[config.mk]
export PLATFORM = sky130hd
export DESIGN_NAME = lsu_stage_flat
export DESIGN_NICKNAME = d
export VERILOG_FILES = /design/src/rtl/lsu_stage_if.sv /design/src/rtl/lsu_stage.sv /design/src/flat_wrapper.sv
export SDC_FILE = /design/constraint.sdc
export NUM_CORES = 1
export LEC_CHECK = 0
export ABC_AREA = 1
export BUFFER_PORTS_ARGS = -buffer_cell sky130_fd_sc_hd__buf_2
export CORE_UTILIZATION = 54
export CTS_CLUSTER_SIZE = 20
export DETAILED_ROUTE_END_ITERATION = 10
export GPL_ROUTABILITY_DRIVEN = 0
export PLACE_DENSITY = 0.95
export SKIP_CTS_REPAIR_TIMING = 1
export SLEW_MARGIN = 25
export SYNTH_ARGS = -nofsm -noshare
export SYNTH_HDL_FRONTEND = slang
export SYNTH_SLANG_ARGS = --single-unit
[constraint.sdc]
create_clock -name clk -period 3.5 [get_ports clk]
set_clock_uncertainty 0.2 [all_clocks]
set_input_delay 0.7 -clock clk [delete_from_list [all_inputs] [get_ports clk]]
set_output_delay 0.7 -clock clk [all_outputs]
set_load 0.01 [all_outputs]
[src/rtl/lsu_stage_if.sv]
// -----------------------------------------------------------------------------
// lsu_stage_if
//   Bundles the three handshakes of the load/store stage:
//     - execute -> LSU operation handshake (in_valid/in_ready + operands)
//     - LSU -> data-memory request/response port
//     - LSU -> write-back handshake (out_valid/out_ready + result)
//   Modports:
//     master : the lsu_stage itself (accepts ops, drives memory requests,
//              produces the write-back value)
//     slave  : the surrounding environment (execute, memory, write-back)
// -----------------------------------------------------------------------------
interface lsu_stage_if #(
  parameter int ADDR_W = 32,
  parameter int DATA_W = 32
);
  // execute -> LSU
  logic              in_valid;
  logic              in_ready;
  logic [31:0]       EXU_data;
  logic [DATA_W-1:0] gpr_rdata2_in;
  logic [3:0]        lsu_op;
  logic              lsu_uns;

  // LSU <-> data memory
  logic              mem_req_valid;
  logic              mem_req_ready;
  logic [ADDR_W-1:0] mem_addr;
  logic              mem_wen;
  logic [DATA_W-1:0] mem_wdata;
  logic [3:0]        mem_wmask;
  logic              mem_resp_valid;
  logic [DATA_W-1:0] mem_rdata;

  // LSU -> write-back
  logic              out_valid;
  logic              out_ready;
  logic [DATA_W-1:0] wb_data;
  logic              misalign;

  modport master (
    input  in_valid, EXU_data, gpr_rdata2_in, lsu_op, lsu_uns,
    output in_ready,
    output mem_req_valid, mem_addr, mem_wen, mem_wdata, mem_wmask,
    input  mem_req_ready, mem_resp_valid, mem_rdata,
    output out_valid, wb_data, misalign,
    input  out_ready
  );

  modport slave (
    output in_valid, EXU_data, gpr_rdata2_in, lsu_op, lsu_uns,
    input  in_ready,
    input  mem_req_valid, mem_addr, mem_wen, mem_wdata, mem_wmask,
    output mem_req_ready, mem_resp_valid, mem_rdata,
    input  out_valid, wb_data, misalign,
    output out_ready
  );
endinterface

[src/rtl/lsu_stage.sv]
// -----------------------------------------------------------------------------
// lsu_stage
//   Load/store stage sitting directly behind the execute unit. Each accepted
//   operation is either passed straight through to write-back, flagged as
//   misaligned, or turned into exactly one data-memory request/response
//   transaction. Only one operation is in flight at a time.
//
//   Ports:
//     clk    : system clock, rising edge
//     rst_n  : asynchronous active-low reset
//     bus    : lsu_stage_if.master
//              in_valid/in_ready, EXU_data, gpr_rdata2_in, lsu_op, lsu_uns
//              mem_req_valid/mem_req_ready, mem_addr, mem_wen, mem_wdata,
//              mem_wmask, mem_resp_valid, mem_rdata
//              out_valid/out_ready, wb_data, misalign
//
//   lsu_op: bit3 = load, bit2 = store (both set -> pass-through),
//           bits[1:0] = size (00 byte, 01 half, 10 word, 11 always misaligned)
// -----------------------------------------------------------------------------
module lsu_stage #(
  parameter int ADDR_W = 32,
  parameter int DATA_W = 32
) (
  input  logic         clk,
  input  logic         rst_n,
  lsu_stage_if.master  bus
);

  typedef enum logic [1:0] {
    S_IDLE,
    S_REQ,
    S_WAIT,
    S_DONE
  } state_t;

  state_t r_state;
  state_t w_state_nxt;

  // operation context captured at acceptance
  logic [1:0]        r_off;
  logic [1:0]        r_size;
  logic              r_load;
  logic              r_uns;

  // memory request registers, stable for the whole REQ phase
  logic [ADDR_W-1:0] r_mem_addr;
  logic              r_mem_wen;
  logic [DATA_W-1:0] r_mem_wdata;
  logic [3:0]        r_mem_wmask;

  // write-back registers, stable for the whole DONE phase
  logic [DATA_W-1:0] r_wb_data;
  logic              r_misalign;

  logic w_is_ld;
  logic w_is_st;
  logic w_is_mem;
  logic w_misal;
  logic w_in_ready;
  logic w_req_valid;
  logic w_out_valid;

  // ---------------------------------------------------------------------------
  // Helper functions
  // ---------------------------------------------------------------------------
  function automatic logic f_misaligned(input logic [1:0] size,
                                        input logic [1:0] off);
    logic m;
    case (size)
      2'b00:   m = 1'b0;
      2'b01:   m = off[0];
      2'b10:   m = (off != 2'b00);
      default: m = 1'b1;
    endcase
    f_misaligned = m;
  endfunction

  // Replicate store data across every lane it could land in; the mask picks
  // the lane, so the data itself does not need to be shifted by the offset.
  function automatic logic [DATA_W-1:0] f_st_wdata(input logic [1:0]        size,
                                                   input logic [DATA_W-1:0] rs2);
    logic [DATA_W-1:0] d;
    case (size)
      2'b00:   d = {4{rs2[7:0]}};
      2'b01:   d = {2{rs2[15:0]}};
      default: d = rs2;
    endcase
    f_st_wdata = d;
  endfunction

  function automatic logic [3:0] f_st_wmask(input logic [1:0] size,
                                            input logic [1:0] off);
    logic [3:0] m;
    case (size)
      2'b00:   m = 4'b0001 << off;
      2'b01:   m = 4'b0011 << off;
      2'b10:   m = 4'b1111;
      default: m = 4'b0000;
    endcase
    f_st_wmask = m;
  endfunction

  // Bring the addressed lane down to bit 0, then sign/zero extend.
  function automatic logic [DATA_W-1:0] f_ld_ext(input logic [DATA_W-1:0] rdata,
                                                 input logic [1:0]        off,
                                                 input logic [1:0]        size,
                                                 input logic              uns);
    logic [DATA_W-1:0] sh;
    logic [DATA_W-1:0] r;
    sh = rdata >> {off, 3'b000};
    case (size)
      2'b00:   r = uns ? {{(DATA_W-8){1'b0}},   sh[7:0]}
                       : {{(DATA_W-8){sh[7]}},  sh[7:0]};
      2'b01:   r = uns ? {{(DATA_W-16){1'b0}},  sh[15:0]}
                       : {{(DATA_W-16){sh[15]}}, sh[15:0]};
      default: r = sh;
    endcase
    f_ld_ext = r;
  endfunction

  // ---------------------------------------------------------------------------
  // Operation decode (only meaningful while IDLE)
  // ---------------------------------------------------------------------------
  // both load and store set is illegal and degrades to pass-through
  assign w_is_ld  = bus.lsu_op[3] & ~bus.lsu_op[2];
  assign w_is_st  = bus.lsu_op[2] & ~bus.lsu_op[3];
  assign w_is_mem = w_is_ld | w_is_st;
  assign w_misal  = f_misaligned(bus.lsu_op[1:0], bus.EXU_data[1:0]);

  // ---------------------------------------------------------------------------
  // FSM state register
  // ---------------------------------------------------------------------------
  always_ff @(posedge clk or negedge rst_n) begin
    if (!rst_n) begin
      r_state <= S_IDLE;
    end else begin
      r_state <= w_state_nxt;
    end
  end

  // ---------------------------------------------------------------------------
  // FSM next state and handshake outputs
  // ---------------------------------------------------------------------------
  always_comb begin
    w_state_nxt = r_state;
    w_in_ready  = 1'b0;
    w_req_valid = 1'b0;
    w_out_valid = 1'b0;
    case (r_state)
      S_IDLE: begin
        w_in_ready = 1'b1;
        if (bus.in_valid) begin
          w_state_nxt = (w_is_mem && !w_misal) ? S_REQ : S_DONE;
        end
      end
      S_REQ: begin
        w_req_valid = 1'b1;
        if (bus.mem_req_ready) begin
          w_state_nxt = S_WAIT;
        end
      end
      // a response can only be consumed here, so one arriving alongside the
      // request handshake or after a reset is dropped automatically
      S_WAIT: begin
        if (bus.mem_resp_valid) begin
          w_state_nxt = S_DONE;
        end
      end
      S_DONE: begin
        w_out_valid = 1'b1;
        if (bus.out_ready) begin
          w_state_nxt = S_IDLE;
        end
      end
      default: begin
        w_state_nxt = S_IDLE;
      end
    endcase
  end

  // ---------------------------------------------------------------------------
  // Operand capture, memory request and write-back registers
  // ---------------------------------------------------------------------------
  always_ff @(posedge clk or negedge rst_n) begin
    if (!rst_n) begin
      r_off       <= 2'b00;
      r_size      <= 2'b00;
      r_load      <= 1'b0;
      r_uns       <= 1'b0;
      r_mem_addr  <= '0;
      r_mem_wen   <= 1'b0;
      r_mem_wdata <= '0;
      r_mem_wmask <= 4'b0000;
      r_wb_data   <= '0;
      r_misalign  <= 1'b0;
    end else begin
      case (r_state)
        S_IDLE: begin
          if (bus.in_valid) begin
            r_off  <= bus.EXU_data[1:0];
            r_size <= bus.lsu_op[1:0];
            r_load <= w_is_ld;
            r_uns  <= bus.lsu_uns;
            if (!w_is_mem) begin
              r_wb_data  <= bus.EXU_data;
              r_misalign <= 1'b0;
            end else if (w_misal) begin
              r_wb_data  <= '0;
              r_misalign <= 1'b1;
            end else begin
              r_mem_addr  <= {bus.EXU_data[ADDR_W-1:2], 2'b00};
              r_mem_wen   <= w_is_st;
              r_mem_wdata <= w_is_st ? f_st_wdata(bus.lsu_op[1:0], bus.gpr_rdata2_in) : '0;
              r_mem_wmask <= w_is_st ? f_st_wmask(bus.lsu_op[1:0], bus.EXU_data[1:0]) : 4'b0000;
              r_misalign  <= 1'b0;
            end
          end
        end
        S_WAIT: begin
          if (bus.mem_resp_valid) begin
            // a store's write ack carries no data; write-back gets zero
            r_wb_data <= r_load ? f_ld_ext(bus.mem_rdata, r_off, r_size, r_uns) : '0;
          end
        end
        S_DONE: begin
          if (bus.out_ready) begin
            r_misalign <= 1'b0;
          end
        end
        default: begin
        end
      endcase
    end
  end

  assign bus.in_ready      = w_in_ready;
  assign bus.mem_req_valid = w_req_valid;
  assign bus.mem_addr      = r_mem_addr;
  assign bus.mem_wen       = r_mem_wen;
  assign bus.mem_wdata     = r_mem_wdata;
  assign bus.mem_wmask     = r_mem_wmask;
  assign bus.out_valid     = w_out_valid;
  assign bus.wb_data       = r_wb_data;
  assign bus.misalign      = r_misalign;

endmodule

[src/flat_wrapper.sv]
// flat-port wrapper written by rule: the top's interface ports become plain ports
module lsu_stage_flat 
#(
  parameter int ADDR_W = 32,
  parameter int DATA_W = 32
)
  (clk, rst_n, bus_in_valid, bus_EXU_data, bus_gpr_rdata2_in, bus_lsu_op, bus_lsu_uns, bus_in_ready, bus_mem_req_valid, bus_mem_addr, bus_mem_wen, bus_mem_wdata, bus_mem_wmask, bus_mem_req_ready, bus_mem_resp_valid, bus_mem_rdata, bus_out_valid, bus_wb_data, bus_misalign, bus_out_ready);
  lsu_stage_if #(.ADDR_W(ADDR_W), .DATA_W(DATA_W)) bus_i ();
  input  logic clk;
  input  logic rst_n;
  input wire logic [$bits(bus_i.in_valid)-1:0] bus_in_valid;
  input wire logic [$bits(bus_i.EXU_data)-1:0] bus_EXU_data;
  input wire logic [$bits(bus_i.gpr_rdata2_in)-1:0] bus_gpr_rdata2_in;
  input wire logic [$bits(bus_i.lsu_op)-1:0] bus_lsu_op;
  input wire logic [$bits(bus_i.lsu_uns)-1:0] bus_lsu_uns;
  output wire logic [$bits(bus_i.in_ready)-1:0] bus_in_ready;
  output wire logic [$bits(bus_i.mem_req_valid)-1:0] bus_mem_req_valid;
  output wire logic [$bits(bus_i.mem_addr)-1:0] bus_mem_addr;
  output wire logic [$bits(bus_i.mem_wen)-1:0] bus_mem_wen;
  output wire logic [$bits(bus_i.mem_wdata)-1:0] bus_mem_wdata;
  output wire logic [$bits(bus_i.mem_wmask)-1:0] bus_mem_wmask;
  input wire logic [$bits(bus_i.mem_req_ready)-1:0] bus_mem_req_ready;
  input wire logic [$bits(bus_i.mem_resp_valid)-1:0] bus_mem_resp_valid;
  input wire logic [$bits(bus_i.mem_rdata)-1:0] bus_mem_rdata;
  output wire logic [$bits(bus_i.out_valid)-1:0] bus_out_valid;
  output wire logic [$bits(bus_i.wb_data)-1:0] bus_wb_data;
  output wire logic [$bits(bus_i.misalign)-1:0] bus_misalign;
  input wire logic [$bits(bus_i.out_ready)-1:0] bus_out_ready;
  assign bus_i.in_valid = bus_in_valid;
  assign bus_i.EXU_data = bus_EXU_data;
  assign bus_i.gpr_rdata2_in = bus_gpr_rdata2_in;
  assign bus_i.lsu_op = bus_lsu_op;
  assign bus_i.lsu_uns = bus_lsu_uns;
  assign bus_in_ready = bus_i.in_ready;
  assign bus_mem_req_valid = bus_i.mem_req_valid;
  assign bus_mem_addr = bus_i.mem_addr;
  assign bus_mem_wen = bus_i.mem_wen;
  assign bus_mem_wdata = bus_i.mem_wdata;
  assign bus_mem_wmask = bus_i.mem_wmask;
  assign bus_i.mem_req_ready = bus_mem_req_ready;
  assign bus_i.mem_resp_valid = bus_mem_resp_valid;
  assign bus_i.mem_rdata = bus_mem_rdata;
  assign bus_out_valid = bus_i.out_valid;
  assign bus_wb_data = bus_i.wb_data;
  assign bus_misalign = bus_i.misalign;
  assign bus_i.out_ready = bus_out_ready;
  lsu_stage #(.ADDR_W(ADDR_W), .DATA_W(DATA_W)) u_core (.clk(clk), .rst_n(rst_n), .bus(bus_i));
endmodule
Yosys cells after proc, flatten, opt, wreduce, memory -nomap -nowiden
Index checks and enable logic that the tools add are counted.

storage, ports and cells
  output and inout bits = 105
  word-level logic and storage cells = 72
  register bits = 108
  input port bits = 107

operators by class
  reduce and logical (&&, ||, !) cells = 13
  shifts and indexed selects = 3
  bitwise gates (word level) = 6
  mux-type cells = 28
  equality and inequality tests = 11

operators with widths
  cell                                                                number
  32-bit two-way mux                                                  8
  32-bit one-hot mux with 2 select lines                              3
  32-bit by 5-bit right shift with 32-bit output                      1
  4-bit one-hot mux with 3 select lines                               1
  4-bit AND reduction                                                 3
  2-bit two-way mux                                                   5
  2-bit inequality test (second input constant)                       4
  2-bit one-hot mux with 4 select lines                               1
  1-bit two-way mux                                                   7
  2-bit by 1-bit == test with 1-bit output (second input constant)    3
  2-bit == test (second input constant)                               3
  2-bit zero test                                                     3
  2-bit nonzero test                                                  3
  4-bit two-way mux                                                   1
  1-bit by 2-bit left shift with 4-bit output (first input constant)  1
  2-bit by 2-bit left shift with 4-bit output (first input constant)  1
  3-bit inequality test (second input constant)                       1
  1-bit NOT                                                           3
  1-bit one-hot mux with 3 select lines                               1
  3-bit AND reduction                                                 1
  1-bit bitwise AND                                                   2
  1-bit one-hot mux with 2 select lines                               1
  2-bit AND reduction                                                 1
  1-bit logical AND                                                   1
  other kinds (2)                                                     2

Logic depth before layout (Yosys ltp)
Gate-level depths: netlist (run 1).

  word-level depth = 7
  mapped depth = 11
  depth with buffers taken out = 9

Worst setup path after synthesis (run 1)
No wires, ideal clock.

  kind = input to register
  start point = input bus_lsu_op[2]
  end point = register u_core.r_mem_addr[10] (netlist: u_core.bus.mem_addr[10])
  arrival = 1.987 ns
  path buffers = 3
  stages = 11
  required time = 3.170 ns
  setup time = 0.130 ns
  slack = 1.183 ns
  cell sequence = inv_1 -> ha_1 -> clkbuf_1 -> nor2_2 -> nand3_4 -> nor2_8 -> inv_2 -> buf_6 -> buf_6 -> nand2_1 -> o21ai_1

between the ends
  cells in the longest elaborated chain, start to end = 4
  elaborated cells on any way between the ends = 5
  those cells by class = 4 x bitwise; 1 x reduce/logical

ends and longest elaborated chain
  what                                      RTL line            source
  from (decl)                               flat_wrapper.sv:14  input wire logic [$bits(bus_i.lsu_op)-1:0] bus_lsu_op;
  1-bit NOT                                 lsu_stage.sv:125    assign w_is_ld = bus.lsu_op[3] & ~bus.lsu_op[2];
  1-bit bitwise AND                         lsu_stage.sv:125
  1-bit OR (*)                              lsu_stage.sv:127    assign w_is_mem = w_is_ld | w_is_st;
  4-bit AND reduction (no source line) (*)  --
  to (signal assigned)                      lsu_stage.sv:211    r_mem_addr <= {bus.EXU_data[ADDR_W-1:2], 2'b00};
  to (decl)                                 lsu_stage.sv:46     logic [ADDR_W-1:0] r_mem_addr;

Mark *: on every way between the ends. The rest lies on a longest branch, timed or not.
A chain may end at the register's enable or synchronous reset.

Worst setup path after layout (run 1)
  start point = register u_core.r_state[0]
  end point = register u_core.r_wb_data[6] (netlist: u_core.bus.wb_data[6])

between the ends
  cells in the longest elaborated chain, start to end = 3
  elaborated cells on any way between the ends = 8
  those cells by class = 4 x eq/ne; 1 x mux; 3 x reduce/logical

ends and longest elaborated chain
  what                                                            RTL line          source
  from (decl)                                                     lsu_stage.sv:36   state_t r_state;
  from (signal assigned)                                          lsu_stage.sv:137  r_state <= w_state_nxt;
  2-bit == test / 2-bit zero test (equally long branches)         lsu_stage.sv:197  case (r_state)
  2-bit inequality test (no source line) (tied with other cells)  --
  4-bit AND reduction (no source line)                            --
  to (signal assigned)                                            lsu_stage.sv:205  r_wb_data <= bus.EXU_data;
  to (signal assigned)                                            lsu_stage.sv:222  r_wb_data <= r_load ? f_ld_ext(bus.mem_rdata, r_off, r_size, r_uns) : '0;
  to (decl)                                                       lsu_stage.sv:52   logic [DATA_W-1:0] r_wb_data;

Several ways; a longest one is shown, not always the timed one.

==> results.txt, run 1 <==
final wirelength - 15760 um
worst hold path class - input pin to async pin
FMAX - 397.0 MHz
setup repair after global routing missed its margin - false
syn_area_per_cell - 7.571 um^2
HPWL after detailed placement - 11640 um
reg-to-reg slack, setup - 0.98 ns
proportion of register bits with asynchronous set or reset after synthesis - 1.000
drt first pass iters - 5
relative slew slack - 0.3644
buffer type at the clock tree root - clkbuf_8
Post-Synthesis Cell Area - 5685 um^2
number of global-route vias before repair - 5283
number of antenna violations at the first check in global routing - 0
Placement Setup Slack - 0.7089 ns
Avg Vias per Cell - 5.384
Final Hold Fails - 0
r2r worst-path depth - 8
count of input and output buffers - 209
Synth area leaders - dfrtp_1, nand2_1, nor2_1, o21ai_1, a21oi_1
ys flop type - dfrtp_1
overall power consumption - 5693 uW
drt first-iter violations - 467
Lkg Pwr - 0.003838 uW
area leader, netlist - dfrtp_1
outcome - finished clean
maximum number of pins on one net before global-route repair - 63
unique cell type count in the Yosys netlist - 29
post-synthesis sequential area ratio - 0.4754
endpoint required time on the critical path - 3.60 ns
Placement Rows - 37
number of max-cap violations - 0
final setup violating endpoints - 0
DRC viols - 0
worst-case setup margin in the final layout - 0.9813 ns
CTS tree - yes
Nets - 1044
maximum fanout encountered on the critical timing path - 17
CTS sink count - 108
Chip Height - 104.6 um
total negative setup slack - 0 ns
final-report max-slew violation count - 0
pin slew with the least headroom to its limit - 0.9499 ns
antenna cells - 0
maximum level of the CTS H-tree - 3
critical path endpoint category - flip-flop
period utilization - 0.7196
core region area - 10280 um^2
RR Startpoint - u_core.r_state[0]
critical register-to-register path endpoint - u_core.bus.wb_data[6]
clock insertion delay at the later pin of the skew report - 0.36 ns
first-pass GRT wire length - 25670 um
all-layer global routing usage - 0.2935
WL/cell - 14.70 um
area added between synthesis and finish - 21.30%
total power per unit cell area - 825.5 nW/um^2
Syn Inst Count - 751
sort of element at the start of the critical path - flip-flop
global-route congestion overflow total - 0
final critical path time including I/O delays and setup - 2.519 ns
initial cell density of the core - 0.5532
critical setup path kind - flip-flop to flip-flop
count of pins on the block boundary - 212
maximum count of clock buffers along a single path - 2
top cell type's share of synthesized area - 0.4754
Worst EP arrival - 2.62 ns
clock transition at the registers of the reported paths - 0.12 ns
total via count in the routed design - 5772
Die Span X - 104.6 um
Max VDD drop - 661.7 uV
Warnings, synthesis - 0
Seq cells post-synth - 108
Die Area - 10940 um^2
share of final-layout standard cells stronger than drive strength 1 - 0.2692
TritonCTS Buffers - 9
number of nets with antenna violations after routing - 0
number of enable flip-flop cells after synthesis - 0
==> sequential cells by signal, summed over array words and instances, names as in the netlist, 2 cells and up <==
name,cells
u_core.r_size,2
u_core.bus.wb_data,32
u_core.r_state,2
u_core.bus.mem_wdata,32
u_core.bus.mem_addr,30
u_core.bus.mem_wmask,4
u_core.r_off,2
==> cell usage in the layout (no fill, tap or decap), types with 11 or more instances in the layout <==
cell	Yosys	routed
nor2_1	80	80
o211ai_1	11	11
inv_1	49	49
buf_2	18	208
dfrtp_1	108	108
o21ai_1	58	58
nand3_1	38	38
a21oi_1	46	46
o21ai_0	29	29
nand2_1	246	246
==> layer usage <==
layer / up-vias / routed length [um] / GRT usage / part of all wire
li1: 2777 / - / - / -
met1: 2661 / 6963 / 0.4124 / 0.44
met2: 287 / 7256 / 0.4612 / 0.46
met3: 47 / 1063 / 0.04055 / 0.067
met4: 0 / 478 / 0.1167 / 0.030
met5: - / 0 / 0 / 0
==> how the worst max path moves through the flow <==
stage | from | end | slack (ns) | depth (start not counted)
floorplan | bus_lsu_op[2] | u_core.bus.mem_addr[10] | 1.18 | 11
global placement | bus_lsu_op[2] | u_core.bus.mem_wdata[9] | 0.78 | 10
detailed placement | bus_lsu_op[2] | u_core.bus.mem_wdata[25] | 0.71 | 10
CTS | u_core.r_state[0] | u_core.bus.wb_data[6] | 1.02 | 8
global route | u_core.r_state[0] | u_core.bus.wb_data[6] | 0.70 | 8
finish | u_core.r_state[0] | u_core.bus.wb_data[6] | 0.98 | 8
==> Yosys cell counts, drive strengths merged, types with 2 or more instances <==
cell and number:
nand2 249, dfrtp 108, o21ai 91, nor2 83
inv 55, a21oi 46, nand3 41, buf 35
clkbuf 12, o211ai 11, ha 6, o221ai 6
o22ai 3, mux2 2
==> through the flow <==
stage | instances | hold WS (ns) | util | area (um^2)
6_report | 1072 | 0.1323 | 0.6710 | 6897
3_3_place_gp | 1056 | 0.2502 | 0.6508 | 6689
4_1_cts | 1072 | 0.1664 | 0.6710 | 6897
5_1_grt | 1072 | 0.1901 | 0.6710 | 6897
3_5_place_dp | 1056 | 0.2536 | 0.6508 | 6689
2_1_floorplan | 752 | 0.2044 | - | 5689
==> logic make-up after synthesis <==
kind of cell	count (synthesis)	share of synthesized area
mux	2	0.003961
compound gates	159	0.1541
fa+ha+maj	6	0.01320
flops	108	0.4754
other cells	1	0.0006596
simple gates	373	0.2656
buf+inv	102	0.08715
==> critical path, cell delays in order, from the launching register on <==
cell and delay, ns:
dfrtp_1 0.43, inv_1 0.10, ha_1 0.31, nand2_1 0.39
inv_1 0.55, o211ai_1 0.21, o21ai_0 0.11, nand2_1 0.07
nand2_1 0.08
==> report_power, final <==
part	switching (uW)	leakage, uW	internal (uW)
combinational	1750	0.00235	1030
sequential	337	0.00138	1790
clock	488	0.000106	294
==> final cells by class <==
class                      count  area [um^2]
clock buffer                   9        123.9
tap                          136        170.2
clock inverter                 7        83.83
fill                         885         3381
multi-input combinational    542         2491
timing repair buffer         215         1119
sequential                   108         2703
inverter                      55        206.4
Power figures use the tool's default switching activity.
==> inputs of run 2 (changes only) <==
--- a/config.mk
+++ b/config.mk
@@ -5,13 +5,13 @@
 export SDC_FILE = /design/constraint.sdc
 export NUM_CORES = 1
 export LEC_CHECK = 0
-export ABC_AREA = 1
+export ABC_AREA = 0
 export BUFFER_PORTS_ARGS = -buffer_cell sky130_fd_sc_hd__buf_2
-export CORE_UTILIZATION = 54
+export CORE_UTILIZATION = 50
 export CTS_CLUSTER_SIZE = 20
 export DETAILED_ROUTE_END_ITERATION = 10
 export GPL_ROUTABILITY_DRIVEN = 0
-export PLACE_DENSITY = 0.95
+export PLACE_DENSITY = 0.9
 export SKIP_CTS_REPAIR_TIMING = 1
 export SLEW_MARGIN = 25
 export SYNTH_ARGS = -nofsm -noshare
==> constraint.sdc (replaced) <==
create_clock -name clk -period 2.4 [get_ports clk]
set_clock_uncertainty 0.2 [all_clocks]
set_input_delay 0.48 -clock clk [delete_from_list [all_inputs] [get_ports clk]]
set_output_delay 0.48 -clock clk [all_outputs]
set_load 0.01 [all_outputs]
==> results.txt, run 2 <==
first-pass GRT wire length - 24970 um (-2.7%)
CTS tree - yes
hold wc startpoint - bus_EXU_data[15]
count of pins on the block boundary - 212 (unchanged)
drt first-iter violations - 343 (-27%)
maximum count of clock buffers along a single path - 2 (unchanged)
Chip Height - 109.1 um (+4.2%)
unique cell type count in the Yosys netlist - 36 (+24%)
maximum number of pins on one net before global-route repair - 67 (+6.3%)
buffer type at the clock tree root - clkbuf_16
number of cells in the design after placement - 926 (-12%)
Die Span X - 109.1 um (+4.2%)
maximum level of the CTS H-tree - 3 (unchanged)
pin slew with the least headroom to its limit - 0.8824 ns (-0.06747 ns)
total power per unit cell area - 1198 nW/um^2 (+45%)
global routing's busiest layer - met2
final-report max-slew violation count - 0 (unchanged)
Warnings, synthesis - 0 (unchanged)
critical path endpoint category - flip-flop
FMAX - 429.9 MHz (+8.3%)
drt first pass iters - 5 (unchanged)
met3 capacity usage during global routing - 0.05140 (+0.01086)
period utilization - 0.9693 (+0.2497)
critical register-to-register path endpoint - u_core.bus.wb_data[26]
clock transition at the registers of the reported paths - 0.08 ns (-0.04 ns)
clock insertion delay at the later pin of the skew report - 0.34 ns (-0.02 ns)
endpoint required time on the critical path - 2.46 ns (-1.14 ns)
Synth area leaders - dfrtp_1, nand2_1, mux2_4, o21ai_0, mux2_2
syn_area_per_cell - 9.583 um^2 (+27%)
global-route congestion overflow total - 0 (unchanged)
routing usage on met2 - 0.4699 (+0.008690)
Hold Path Depth - 2
Lkg Pwr - 0.003716 uW (-3.2%)
TritonCTS Buffers - 9 (unchanged)
share of final-layout standard cells stronger than drive strength 1 - 0.3873 (+0.1181)
number of cells in the finished layout apart from fillers - 943 (-12%)
initial cell density of the core - 0.5218 (-0.03144)
end point of the worst hold path - u_core.bus.mem_addr[15]
final setup violating endpoints - 0 (unchanged)
total negative setup slack - 0 ns (unchanged)
commonest non-fill, non-tap cell in the layout - buf_2
antenna cells - 0 (unchanged)
met1 track demand over resource - 0.3308 (-0.08166)
Max VDD drop - 687.7 uV (+3.9%)
area added between synthesis and finish - 27.12%
startpoint of the worst setup timing path - u_core.r_state[0]
Nets - 911 (-13%)
Worst EP arrival - 2.38 ns (-0.24 ns)
count of input and output buffers - 209 (unchanged)
Seq cells post-synth - 108 (unchanged)
top library cells by usage in the layout, fill and taps aside - buf_2, nand2_1, dfrtp_1
total via count in the routed design - 5316 (-7.9%)
final critical path time including I/O delays and setup - 2.326 ns (-0.1923 ns)
Placement Rows - 38 (+2.7%)
post-synthesis sequential area ratio - 0.4716 (-0.003736)
Avg Vias per Cell - 5.637 (+4.7%)
FILL cells - 843 (-4.7%)
HPWL after detailed placement - 12080 um (+3.8%)
number of global-route vias before repair - 5103 (-3.4%)
number of nets with antenna violations after routing - 0 (unchanged)
number of antenna violations at the first check in global routing - 0 (unchanged)
all-layer global routing usage - 0.2740 (-0.01954)
DRC viols - 0 (unchanged)
proportion of register bits with asynchronous set or reset after synthesis - 1.000 (unchanged)
top cell type's share of synthesized area - 0.4716 (-0.003736)
outcome - finished clean
CTS sink count - 108 (unchanged)
reg-to-reg slack, setup - 0.07 ns (-0.91 ns)
Final Hold Fails - 0 (unchanged)
WL/cell - 17.25 um (+17%)
r2r worst-path depth - 6 (-2)
maximum fanout encountered on the critical timing path - 18 (+1)
number of enable flip-flop cells after synthesis - 0 (unchanged)
Post-Synthesis Cell Area - 5730 um^2 (+0.79%)
most common cell in the netlist - nand2_1
critical setup path kind - flip-flop to flip-flop
relative slew slack - 0.4091 (+0.04466)
Syn Inst Count - 598 (-20%)
final wirelength - 16260 um (+3.2%)
worst hold path class - input pin to flip-flop
number of max-cap violations - 0 (unchanged)
RR Startpoint - u_core.r_state[0]
core region area - 10980 um^2 (+6.9%)
sort of element at the start of the critical path - flip-flop
Die Area - 11890 um^2 (+8.7%)
area leader, netlist - dfrtp_1
most used standard cells in the synthesized netlist - nand2_1, dfrtp_1, o21ai_0
setup repair after global routing missed its margin - true
ys flop type - dfrtp_1
[run 2: changes by cell type after synthesis, moves of 28 or more]
cell,delta
nand2_1,-109
o21ai_1,-58
nor2_1,-54
o21ai_0,+46
inv_1,-40
a21oi_1,-29
mux2_4,+28
[run 2: cell families (layout without fill, tap and decap cells)]
logic type,after synthesis,after routing,share of synthesized area
other cells,1,2,0.0006544
mux,80,80,0.1699
flops,108,108,0.4716
simple gates,205,205,0.1489
fa+ha+maj,6,6,0.01310
compound gates,142,142,0.1496
buf+inv,56,260,0.04629
[run 2: per-layer routing]
metal,vias to the layer above,routed length [um]
met2,273,7988
met3,36,1319
met4,0,418
met5,-,0
met1,2535,6538
li1,2472,-
[run 2: through the flow]
stage	setup slack, ns	area, um^2	total power (uW)	hold slack (ns)	util
2_1_floorplan	0.08329	5734	5690	-0.01559	-
3_3_place_gp	-0.01783	6989	7123	0.2560	0.6364
3_5_place_dp	-0.07436	6989	7299	0.2656	0.6364
4_1_cts	0.05657	7266	8727	-0.05304	0.6615
5_1_grt	-0.03111	7284	9328	0.1725	0.6632
6_report	0.07362	7284	8728	0.1813	0.6632
[run 2: worst max-delay path by stage]
stage                                    end  slack (ns)  cells after the start
finish                u_core.bus.wb_data[26]        0.07                      6
global route          u_core.bus.wb_data[26]       -0.03                      6
CTS                   u_core.bus.wb_data[13]        0.06                      8
detailed placement  u_core.bus.mem_wdata[21]       -0.07                     10
global placement      u_core.bus.wb_data[27]       -0.02                      7
floorplan            u_core.bus.mem_addr[10]        0.08                      7
[run 2: where the power goes]
| group | switching, uW | internal (uW) | total, uW |
|---|---|---|---|
| combinational | 2430 | 1850 | 4270 |
| clock | 692 | 711 | 1400 |
| sequential | 470 | 2580 | 3050 |
| total | 3590 | 5140 | 8730 |
[run 2: cell type report]
cell class / instances / area (um^2) / area share
sequential: 108 / 2703 / 0.3710
multi-input combinational: 435 / 2788 / 0.3827
inverter: 9 / 33.78 / 0.004638
timing repair buffer: 235 / 1309 / 0.1797
tap: 140 / 175.2 / 0.02405
clock buffer: 9 / 225.2 / 0.03092
clock inverter: 7 / 51.30 / 0.007042
[run 2: worst max-delay path, cell delays in order, from the launching register on]
cell      delay (ns)
dfrtp_1         0.40
inv_1           0.09
ha_1            0.25
nor2b_2         0.71
buf_4           0.35
nand3_1         0.13
o211ai_1        0.10
==> inputs of run 3 (changes only) <==
--- a/config.mk
+++ b/config.mk
@@ -12,8 +12,10 @@
 export DETAILED_ROUTE_END_ITERATION = 10
 export GPL_ROUTABILITY_DRIVEN = 0
 export PLACE_DENSITY = 0.9
+export REMOVE_ABC_BUFFERS = 1
 export SKIP_CTS_REPAIR_TIMING = 1
 export SLEW_MARGIN = 25
 export SYNTH_ARGS = -nofsm -noshare
 export SYNTH_HDL_FRONTEND = slang
 export SYNTH_SLANG_ARGS = --single-unit
+export TNS_END_PERCENT = 100
==> results.txt, run 3 (synthesis gave the netlist of run 2 again) <==
first-pass GRT wire length - 25170 um (+0.80%)
WL/cell - 17.17 um (-0.43%)
RR Startpoint - u_core.r_state[1]
outcome - finished clean
maximum fanout encountered on the critical timing path - 29 (+11)
final critical path time including I/O delays and setup - 2.267 ns (-0.05957 ns)
Lkg Pwr - 0.003785 uW (+1.8%)
pin slew with the least headroom to its limit - 0.6592 ns (-0.2232 ns)
count of input and output buffers - 209 (unchanged)
final wirelength - 16350 um (+0.52%)
CTS sink count - 108 (unchanged)
hold wc startpoint - bus_lsu_uns
antenna cells - 0 (unchanged)
core region area - 10980 um^2 (unchanged)
Nets - 922 (+1.2%)
worst hold path class - input pin to flip-flop
count of pins on the block boundary - 212 (unchanged)
Max VDD drop - 972.6 uV (+41%)
Placement Setup Slack - -0.2639 ns (-0.1896 ns)
final setup violating endpoints - 0 (unchanged)
utilization after layout - 0.6761 (+0.01287)
number of antenna violations at the first check in global routing - 0 (unchanged)
all-layer global routing usage - 0.2806 (+0.006621)
endpoint required time on the critical path - 2.43 ns (-0.03 ns)
number of nets with antenna violations after routing - 0 (unchanged)
area added between synthesis and finish - 29.59%
sort of element at the start of the critical path - flip-flop
period utilization - 0.9445 (-0.02482)
total power per unit cell area - 1195 nW/um^2 (-0.28%)
share of final-layout standard cells stronger than drive strength 1 - 0.3929 (+0.005560)
clock transition at the registers of the reported paths - 0.07 ns (about the same)
drt first-iter violations - 269 (-22%)
Placement Rows - 38 (unchanged)
commonest non-fill, non-tap cell in the layout - buf_2
DRC viols - 0 (unchanged)
number of max-cap violations - 0 (unchanged)
final-report max-slew violation count - 0 (unchanged)
Die Span X - 109.1 um (unchanged)
Final Hold Fails - 0 (unchanged)
Worst EP arrival - 2.29 ns (-0.09 ns)
number of global-route vias before repair - 5159 (+1.1%)
FILL cells - 839 (-0.47%)
buffer type at the clock tree root - clkbuf_16
Die Area - 11890 um^2 (unchanged)
maximum number of pins on one net before global-route repair - 52 (-22%)
critical path endpoint category - flip-flop
critical setup path kind - flip-flop to flip-flop
FMAX - 441.1 MHz (+2.6%)
capturing element of the worst setup path - u_core.bus.wb_data[11]
maximum level of the CTS H-tree - 3 (unchanged)
CTS tree - yes
relative slew slack - 0.5596 (+0.1505)
total via count in the routed design - 5270 (-0.87%)
worst-case setup margin in the final layout - 0.1332 ns (+0.05957 ns)
Avg Vias per Cell - 5.536 (-1.8%)
critical register-to-register path endpoint - u_core.bus.wb_data[11]
reg-to-reg slack, setup - 0.13 ns (+0.06 ns)
HPWL after detailed placement - 12090 um (about the same)
Chip Height - 109.1 um (unchanged)
clock insertion delay at the later pin of the skew report - 0.35 ns (about the same)
top library cells by usage in the layout, fill and taps aside - buf_2, nand2_1, dfrtp_1
TritonCTS Buffers - 9 (unchanged)
global-route congestion overflow total - 0 (unchanged)
maximum count of clock buffers along a single path - 2 (unchanged)
r2r worst-path depth - 9 (+3)
initial cell density of the core - 0.5218 (unchanged)
setup repair after global routing missed its margin - false
startpoint of the worst setup timing path - u_core.r_state[1]
drt first pass iters - 4 (-1)
[run 3: power by group]
part | switching [uW] | leakage [uW] | internal (uW)
Combinational | 2410 | 0.00227 | 1940
Clock | 654 | 0.000127 | 798
Sequential | 484 | 0.00139 | 2580
Total | 3550 | 0.00378 | 5320
[run 3: critical path, cell delays in order (launching register included)]
cell      delay, ns
dfrtp_1        0.41
inv_1          0.09
ha_1           0.25
nand2b_1       0.11
a221oi_2       0.04
buf_4          0.15
or3_4          0.40
buf_12         0.17
a221oi_1       0.22
nor2_1         0.09
[run 3: routing by layer]
layer | up-vias | GRT usage | part of all wire
met3 | 33 | 0.09205 | 0.086
met1 | 2494 | 0.3232 | 0.41
li1 | 2485 | - | -
met5 | - | 0 | 0
met2 | 258 | 0.4784 | 0.48
met4 | 0 | 0.1139 | 0.023
[run 3: cell type report]
type | instances | area, um^2 | share of cell area
clock inverter | 4 | 52.55 | 0.007077
tap | 140 | 175.2 | 0.02359
timing repair buffer | 246 | 1441 | 0.1941
multi-input combinational | 435 | 2791 | 0.3759
sequential | 108 | 2703 | 0.3639
inverter | 9 | 33.78 | 0.004549
clock buffer | 10 | 229.0 | 0.03083
[run 3: metrics by stage]
step                power, uW  TNS [ns]  hold slack (ns)  instance area (um^2)  instances
global placement         7201    -1.513           0.1439                  7114        936
finish                   8873         0           0.1628                  7426        952
CTS                      8866         0          -0.2409                  7396        950
global route             9508         0           0.1590                  7426        952
detailed placement       7382    -4.142           0.1474                  7114        936
floorplan                5538    -67.68         -0.01559                  5503        552
[run 3: worst min path at each step]
stage | endpoint | slack, ns | depth (start not counted)
floorplan | u_core.bus.mem_addr[10] | -0.02 | 0
global placement | u_core.bus.mem_wdata[1] | 0.14 | 1
detailed placement | u_core.bus.mem_wdata[1] | 0.15 | 1
CTS | u_core.bus.mem_wdata[1] | -0.24 | 1
global route | u_core.bus.mem_addr[19] | 0.16 | 2
finish | u_core.r_uns | 0.16 | 2
